$ cat src/rtl/seg_scan_ctrl.sv
// Scan sequencer for an 8-digit multiplexed seven-segment display.
// Optional dimming via `define SEG_SCAN_BRIGHT_EN (adds the brightness port).
module seg_scan_ctrl #(
    parameter int unsigned DWELL_CYCLES = 50000,
    parameter int unsigned BLANK_CYCLES = 500
) (
    input  logic       clk,
    input  logic       rst,
    input  logic       en,
    input  logic [7:0] digit_mask,
`ifdef SEG_SCAN_BRIGHT_EN
    input  logic [3:0] brightness,
`endif
    output logic [2:0] seven_seg_scan,
    output logic       blank,
    output logic       frame_done
);

    localparam int unsigned MAX_CYC = (DWELL_CYCLES > BLANK_CYCLES) ? DWELL_CYCLES : BLANK_CYCLES;
    localparam int unsigned CNT_W   = (MAX_CYC > 1) ? $clog2(MAX_CYC) : 1;
    localparam logic [CNT_W-1:0] DWELL_LAST = CNT_W'(DWELL_CYCLES - 1);
    localparam logic [CNT_W-1:0] BLANK_LAST = CNT_W'((BLANK_CYCLES > 0) ? BLANK_CYCLES - 1 : 0);
    localparam bit NO_GAP = (BLANK_CYCLES == 0);

    localparam logic [1:0] S_IDLE  = 2'd0;
    localparam logic [1:0] S_BLANK = 2'd1;
    localparam logic [1:0] S_SHOW  = 2'd2;

`ifdef SEG_SCAN_BRIGHT_EN
    localparam int unsigned DW_W   = $clog2(DWELL_CYCLES + 1);
    localparam int unsigned PROD_W = DW_W + 4;
    localparam int unsigned CMP_W  = ((CNT_W > DW_W) ? CNT_W : DW_W) + 1;

    logic [DW_W-1:0] thr, thr_nxt;
    logic [PROD_W-1:0] prod;
`endif

    logic [1:0]       state, state_nxt;
    logic [CNT_W-1:0] cnt, cnt_nxt;
    logic [2:0]       scan_nxt;
    logic             blank_nxt;
    logic             fd_nxt;
    logic             step_hit;
    logic [2:0]       step_idx;
    logic [2:0]       first_idx;

    // First enabled index after cur (cur itself last); {found, index}.
    function automatic logic [3:0] next_digit(input logic [2:0] cur, input logic [7:0] mask);
        logic       hit;
        logic [2:0] idx;
        logic [2:0] cand;
        hit = 1'b0;
        idx = cur;
        for (int i = 1; i <= 8; i++) begin
            cand = cur + 3'(i);
            if (!hit && mask[cand]) begin
                hit = 1'b1;
                idx = cand;
            end
        end
        return {hit, idx};
    endfunction

    function automatic logic [2:0] lowest_set(input logic [7:0] mask);
        logic [2:0] idx;
        idx = 3'd0;
        for (int i = 7; i >= 0; i--) begin
            if (mask[i]) idx = 3'(i);
        end
        return idx;
    endfunction

    always_ff @(posedge clk) begin
        if (rst) begin
            state          <= S_IDLE;
            cnt            <= '0;
            seven_seg_scan <= 3'd0;
            blank          <= 1'b1;
            frame_done     <= 1'b0;
`ifdef SEG_SCAN_BRIGHT_EN
            thr            <= '0;
`endif
        end else begin
            state          <= state_nxt;
            cnt            <= cnt_nxt;
            seven_seg_scan <= scan_nxt;
            blank          <= blank_nxt;
            frame_done     <= fd_nxt;
`ifdef SEG_SCAN_BRIGHT_EN
            thr            <= thr_nxt;
`endif
        end
    end

    // Next state, counter and registered-output values.
    always_comb begin
        state_nxt = state;
        cnt_nxt   = cnt + CNT_W'(1);
        scan_nxt  = seven_seg_scan;
        blank_nxt = blank;
        fd_nxt    = 1'b0;
`ifdef SEG_SCAN_BRIGHT_EN
        thr_nxt   = thr;
        prod      = (PROD_W'(brightness) + PROD_W'(1)) * PROD_W'(DWELL_CYCLES);
`endif
        {step_hit, step_idx} = next_digit(seven_seg_scan, digit_mask);
        first_idx = lowest_set(digit_mask);

        case (state)
            S_IDLE: begin
                blank_nxt = 1'b1;
                cnt_nxt   = '0;
                if (en && (digit_mask != 8'd0)) begin
                    scan_nxt  = first_idx;
                    state_nxt = NO_GAP ? S_SHOW : S_BLANK;
                end
            end
            S_BLANK: begin
                blank_nxt = 1'b1;
                if (cnt == BLANK_LAST) begin
                    state_nxt = S_SHOW;
                    cnt_nxt   = '0;
                end
            end
            S_SHOW: begin
                if (cnt == DWELL_LAST) begin
                    cnt_nxt = '0;
                    if (!step_hit) begin
                        state_nxt = S_IDLE;
                        blank_nxt = 1'b1;
                    end else begin
                        scan_nxt  = step_idx;
                        fd_nxt    = (step_idx <= seven_seg_scan);
                        state_nxt = NO_GAP ? S_SHOW : S_BLANK;
                        blank_nxt = 1'b1;
                    end
                end else begin
`ifdef SEG_SCAN_BRIGHT_EN
                    blank_nxt = !((CMP_W'(cnt) + CMP_W'(1)) < CMP_W'(thr));
`else
                    blank_nxt = 1'b0;
`endif
                end
            end
            default: begin
                state_nxt = S_IDLE;
                cnt_nxt   = '0;
                blank_nxt = 1'b1;
            end
        endcase

        // Any entry into SHOW lights the digit (threshold resampled when dimming).
        if (state_nxt == S_SHOW && cnt_nxt == '0 && !(state == S_SHOW && cnt != DWELL_LAST)) begin
`ifdef SEG_SCAN_BRIGHT_EN
            thr_nxt   = DW_W'(prod >> 4);
            blank_nxt = (thr_nxt == '0);
`else
            blank_nxt = 1'b0;
`endif
        end

        if (!en) begin
            state_nxt = S_IDLE;
            cnt_nxt   = '0;
            scan_nxt  = seven_seg_scan;
            blank_nxt = 1'b1;
            fd_nxt    = 1'b0;
        end
    end

endmodule

$ cat config.mk
export PLATFORM = sky130hd
export DESIGN_NAME = seg_scan_ctrl
export DESIGN_NICKNAME = d
export VERILOG_FILES = /design/src/rtl/seg_scan_ctrl.sv
export SDC_FILE = /design/constraint.sdc
export NUM_CORES = 1
export LEC_CHECK = 0
export BUFFER_PORTS_ARGS = -buffer_cell sky130_fd_sc_hd__buf_4
export CORE_MARGIN = 8
export CORE_UTILIZATION = 30
export CTS_CLUSTER_SIZE = 14
export DETAILED_ROUTE_END_ITERATION = 8
export GPL_TIMING_DRIVEN = 1
export PLACE_DENSITY_LB_ADDON = 0.12
export SETUP_SLACK_MARGIN = 0.4
export SKIP_CTS_REPAIR_TIMING = 1
export SLEW_MARGIN = 20
export SYNTH_ARGS = -nofsm -noshare
export SYNTH_HDL_FRONTEND = slang
export SYNTH_SLANG_ARGS = --single-unit
$ cat constraint.sdc
create_clock -name clk -period 4.85 [get_ports clk]
set_input_delay 0.97 -clock clk [delete_from_list [all_inputs] [get_ports clk]]
set_output_delay 0.97 -clock clk [all_outputs]
set_load 0.005 [all_outputs]
==> run_results.csv, run 1 <==
group,metric,value,unit
setup_path,cp_max_fo,10,
finish,areaGrowthSynthToFinish,8.99,%
pwr,power.leakage,0.000878,uW
detailed_routing,drc,0,
setup_path,regToRegSetupSlack,0.87,ns
synthesis,synth_edf_count,0,
finish,drive_gt1_share,15.4,%
synthesis,synthArstFlopShare,0,%
worst_hold_path,min_from,"cnt[0]$_SDFF_PP0_",
setup_path,worstPathCellList,"inv_1 -> ha_1 -> buf_4 -> mux4_2 -> a2111oi_0 -> o21ai_0 -> a31o_1 -> o21ai_0 -> o21ai_0 -> o31ai_1 -> ha_1 -> a21oi_1 -> a31oi_1 -> nor4b_1",
synthesis,synth_top_family_by_area,"simple AND/OR/NAND/NOR gates",
placed_design,dpl.hpwl,4520,um
floorplan,ioPinCount,16,
sta,worstMarginPinSlew,0.667,ns
setup_path,slowest_delay,0.53,ns
synthesis,yosysTopAreaCell,"dfxtp_1",
finish,final.fill_count,817,
global_routing,grt_max_degree,18,
sta,hold_ws,0.459,ns
placed_design,gp_congestion,0.807,
synthesis,ys_ff_latch,23,
synthesis,synth_area_leaders,"dfxtp_1, mux4_2, xnor2_1",
placed_design,port_buffers,15,
synthesis,syn_inst,292,
floorplan,die_y,105,um
floorplan,die_x,105,um
sta,slew_headroom,55.2,%
detailed_routing,drt-vias-per-instance,5.39,
outcome,status,"complete, no violations",
cts,cts_buffer_depth,2,
synthesis,syn_avg_cell_area,8.20,sq um
sta,hold_viol,0,
worst_hold_path,hold_end,"cnt[0]$_SDFF_PP0_",
pwr,pwr-share-clk,21.7,%
sta,finClkSkew,0.0108,ns
setup_path,rr_startpoint,"seven_seg_scan[0]$_SDFFE_PP0P_",
pwr,combPwrFrac,43.8,%
cts,cts_buffers,3,
synthesis,synth_xor_xnor_area_share,8.42,%
setup_path,critPathTopFamily,"compound AO/OA/AOI/OAI gates",
floorplan,initial_core_util,31.0,%
sta,fin_crit,3.98,ns
detailed_routing,first_pass_iters,4,
synthesis,synth-compound-area-share,20.0,%
setup_path,end_kind,"flop",
floorplan,core_area,0.00773,sq mm
pwr,power_switching,204,uW
detailed_routing,vias,2131,
sta,setup_tns,0,ns
cts,path_clk_slew,0.09,ns
global_routing,grt_first_pass_wirelength,10100,um
sta,finalSetupViolCount,0,
cts,cts_root_buffer,"clkbuf_8",
synthesis,yosysUniqueCellTypes,62,
setup_path,cp.required,5.03,ns
detailed_routing,final_antenna_net_count,0,
cts,cts_tree,"yes",
detailed_routing,wl_per_cell,15.2,um
setup_path,crit_type,"flop to flop",
synthesis,ys_seq_area_share,19.2,%
floorplan,die_area,0.0111,sq mm
setup_path,critPathMostFrequentCell,"o21ai_0",
worst_hold_path,min_path_type,"flop to flop",
sta,rsz0062_at_grt,"false",
global_routing,grt_usage,10.8,%
setup_path,crit_path_start_kind,"flop",
global_routing,grt_pass1_vias,2024,
setup_path,worst-path-buf-inv,2,
synthesis,synth.area.mux_share,18.2,%
finish,insertedDiodeCount,0,
sta,fmax,251,MHz
global_routing,antenna_found_initial,0,
pwr,pwr-share-seq,34.4,%
pwr,powerDensity,216,mW/mm^2
detailed_routing,drt_iter0_drc,163,
global_routing,grt-ovfl-total,0,
floorplan,std_cell_rows,32,
sta,min_period_over_period,82.1,%
pwr,power.share.switching,36.2,%
synthesis,netlist.area_leader.share,19.2,%
pwr,p_total,564,uW
finish,layout.nets,315,
sta,slew_viol_final,0,
setup_path,worst-r2r-cell-count,14,
synthesis,synthesis.area,0.00239,sq mm
synthesis,synthAdderAreaFrac,5.23,%
synthesis,yosys_most_used_dff,"dfxtp_1",
synthesis,yosysWarnings,0,
pwr,peakVddDrop,0.0816,mV
setup_path,arrival,4.16,ns
setup_path,slowest_stage,"ha_1",
pwr,p_int,360,uW
setup_path,r2r-end,"frame_done$_SDFF_PP0_",
detailed_routing,routed_wl,5990,um
worst_hold_path,whs_path_depth,1,
cts,clock-sinks,23,
synthesis,syn-num-nets,313,
run,maxCapViolCount,0,
cts,clock_latency,0.27,ns
cts,htree_levels,1,
synthesis,synth-simple-area-share,22.7,%
layer usage:
layer | global-route usage [%] | share of wire, % | vias to the layer above
met5 | 0 | 0 | -
met4 | 2.85 | 1.3 | 0
met3 | 2.07 | 3.1 | 10
met2 | 16.9 | 44 | 30
met1 | 14.8 | 51 | 1009
li1 | - | - | 1082
power groups by stage:
stage                     registers (uW)  clock network (uW)  logic [uW]
after floorplan                      198                   0         193
after global placement               199                   0         250
after detailed placement             199                   0         244
after CTS                            194                 130         246
after global routing                 195                 137         273
final                                194                 123         247
cell usage after synthesis, drive strengths merged, types with 2 or more instances:
library cell,instances
a31oi,7
o21a,2
a2111oi,2
or2,3
nor2b,2
o41ai,3
or3,2
a311oi,2
a21oi,7
nor2,34
and3,5
xor2,7
o311ai,2
nand4,4
a31o,2
o31ai,3
and4,4
o21bai,2
clkbuf,15
mux2i,11
o2111ai,3
xnor2,16
inv,14
nor4b,2
nor4,3
nand2,22
buf,6
dfxtp,23
mux2,9
nand3,7
mux4,10
o32a,2
a21boi,3
nor3,8
nand2b,3
ha,10
a211oi,2
and2,3
o21ai,11
o32ai,2
layout by cell type, fill, tap and decap left out, drive strengths merged, types with 8 or more instances in the layout:
cell type and count:
mux2 9, nand2 22, buf 18, nor3 8, o21ai 11, inv 14, dfxtp 23, ha 10
mux4 10, mux2i 11, nor2 34, xnor2 16
cell type report:
cell class	instances	area, sq um	area share, %
Inverter	15	56.3	2.16
Sequential cell	23	460	17.6
Timing Repair Buffer	18	135	5.18
Tap cell	102	128	4.89
Clock buffer	4	45.0	1.73
Multi-Input combinational cell	233	1780	68.4
cells by family after synthesis:
| kind of cell | Yosys count |
|---|---|
| compound gates | 63 |
| xor+xnor | 23 |
| fa+ha+maj | 10 |
| buf+inv | 36 |
| flops | 23 |
| mux | 30 |
| simple gates | 107 |
registers in the layout, indices dropped and copies added (netlist names):
signal          flops
cnt                16
state               2
blank               1
frame_done          1
seven_seg_scan      3
worst max-delay path by stage:
stage	start	endpoint	slack (ns)	depth (start not counted)
floorplan	seven_seg_scan[1]$_SDFFE_PP0P_	frame_done$_SDFF_PP0_	0.75	16
global placement	digit_mask[6]	frame_done$_SDFF_PP0_	0.85	12
detailed placement	digit_mask[6]	frame_done$_SDFF_PP0_	0.86	12
CTS	seven_seg_scan[0]$_SDFFE_PP0P_	frame_done$_SDFF_PP0_	0.89	14
global route	seven_seg_scan[0]$_SDFFE_PP0P_	frame_done$_SDFF_PP0_	0.51	13
finish	seven_seg_scan[0]$_SDFFE_PP0P_	frame_done$_SDFF_PP0_	0.87	14
stage by stage:
step	instances	setup slack, ns	utilization, %	area (sq um)
finish	395	0.869	33.8	2610
floorplan	292	0.752	-	2390
detailed placement	391	0.864	33.2	2560
CTS	395	0.890	33.8	2610
global route	395	0.511	33.8	2610
global placement	391	0.853	33.2	2560
Note: power is estimated with default switching activity, not from simulation.
==> run 2: changes to the inputs <==
- clock period: 4.85 -> 4 ns (I/O delays scaled with it)
==> run 2 against run 1 <==
Effect of this change:
- maximum frequency rose by 16%
- first-iteration DRC count fell by 25%
- sequential power rose by 22%
- utilization rose by 3.7 points
- worst setup slack got worse by 0.30 ns
- critical path depth rose by 1
- final area rose by 11%
- die area did not move
- largest cell class unchanged
- power rose by 39%
==> run_results.csv, run 2 (synthesized netlist as in run 1, its figures left out) <==
group,metric,value,unit
detailed_routing,drt-vias-per-instance,5.49,
sta,min_period_over_period,85.9,%
sta,slew_headroom,57.4,%
floorplan,ioPinCount,16,
floorplan,std_cell_rows,32,
finish,largest_reg_flops,16,
finish,fin_util,37.5,%
finish,layout.nets,329,
global_routing,grt-ovfl-total,0,
sta,slew_viol_final,0,
finish,drive_gt1_share,26.1,%
finish,register_area,468,sq um
floorplan,core_area,0.00773,sq mm
pwr,powerDensity,270,mW/mm^2
cts,cts_tree,"yes",
detailed_routing,drt_iter0_drc,122,
sta,finalSetupViolCount,0,
cts,htree_levels,1,
cts,clock-sinks,23,
setup_path,crit_path_start_kind,"flop",
setup_path,crit_type,"flop to flop",
placed_design,gp_congestion,0.872,
finish,final.fill_count,807,
placed_design,dp_slack,0.244,ns
global_routing,antenna_found_initial,0,
finish,insertedDiodeCount,0,
detailed_routing,first_pass_iters,4,
finish,multi_input_area,0.00195,sq mm
detailed_routing,final_antenna_net_count,0,
placed_design,dpl-instance-area,0.00268,sq mm
floorplan,initial_core_util,31.0,%
sta,fin_crit,3.43,ns
finish,reg.largest.list,"cnt: 16 flops, seven_seg_scan: 3 flops, state: 2 flops",
sta,rsz0062_at_grt,"false",
outcome,status,"complete, no violations",
detailed_routing,routed_wl,6830,um
finish,layout_common_cells,"nor2_1, buf_4, nand2_1",
finish,final_common_cell,"nor2_1",
pwr,peakVddDrop,0.137,mV
floorplan,die_area,0.0111,sq mm
floorplan,die_x,105,um
floorplan,die_y,105,um
finish,stdcell_area,0.00289,sq mm
sta,fmax,291,MHz
cts,cts_buffer_depth,2,
sta,setup_tns,0,ns
sta,worstMarginPinSlew,0.639,ns
placed_design,dpl.hpwl,4890,um
detailed_routing,wl_per_cell,16.7,um
cts,cts_root_buffer,"clkbuf_8",
sta,timing.final.ws_setup,0.565,ns
sta,finClkSkew,0.00290,ns
sta,hold_ws,0.463,ns
detailed_routing,drc,0,
pwr,power.leakage,0.000999,uW
cts,clock_latency,0.27,ns
detailed_routing,vias,2244,
global_routing,grt_first_pass_wirelength,11100,um
worst_hold_path,min_path_type,"flop to flop",
global_routing,grt_usage,11.8,%
finish,top_register,"cnt",
setup_path,cp.required,4.19,ns
sta,hold_viol,0,
cts,cts_buffers,3,
run,maxCapViolCount,0,
placed_design,port_buffers,15,
global_routing,grt_pass1_vias,2159,
setup_path,arrival,3.62,ns
cts,path_clk_slew,0.09,ns
global_routing,grt_max_degree,18,
setup_path,end_kind,"flop",
setup_path,cp_max_fo,7,
finish,areaGrowthSynthToFinish,20.9,%
## run 2: cell type report
cell class,count,share of cell area (%)
Multi-Input combinational cell,234,67.5
Sequential cell,23,16.2
Timing Repair Buffer,31,8.30
Tap cell,102,4.41
Inverter,15,2.03
Clock buffer,3,1.43
Clock inverter,1,0.173
## run 2: metal layers
metal / vias to the layer above / global-route usage, % / share of wire (%)
met5: - / 0 / 0
met4: 0 / 1.73 / 1.7
met3: 10 / 1.95 / 4.8
met2: 42 / 18.6 / 45
met1: 1073 / 16.7 / 48
li1: 1119 / - / -
## run 2: final timing paths
kind,start,slack (ns),endpoint,depth (start not counted)
worst min register to register,cnt[0]$_SDFF_PP0_,0.46,cnt[0]$_SDFF_PP0_,1
worst max-delay path,seven_seg_scan[0]$_SDFFE_PP0P_,0.57,frame_done$_SDFF_PP0_,15
worst min-delay path,cnt[0]$_SDFF_PP0_,0.46,cnt[0]$_SDFF_PP0_,1
worst max register to register,seven_seg_scan[0]$_SDFFE_PP0P_,0.57,frame_done$_SDFF_PP0_,15
## run 2: critical path, cell delays in order, from the launching register on
cell and delay (ns):
dfxtp_4 0.38, inv_4 0.05, ha_4 0.32, buf_4 0.15, clkbuf_4 0.19, mux2i_1 0.42
mux4_2 0.44, nand3_2 0.12, nor3_4 0.22, a211oi_2 0.06, a31o_2 0.23, ha_4 0.21
a21o_1 0.15, a21oi_1 0.13, a31oi_1 0.06, nor4b_2 0.20
## run 2: stage by stage
stage / total power (uW) / std cells
after global placement: 587 / 398
after global routing: 838 / 409
final: 782 / 409
after floorplan: 497 / 292
after CTS: 734 / 402
after detailed placement: 581 / 398
## run 2: report_power, final
| group | internal, uW | leakage [uW] | switching (uW) |
|---|---|---|---|
| registers | 231 | 0.000187 | 4.36 |
| clock network | 69.7 | 0.0000255 | 81.6 |
| logic | 183 | 0.000787 | 212 |
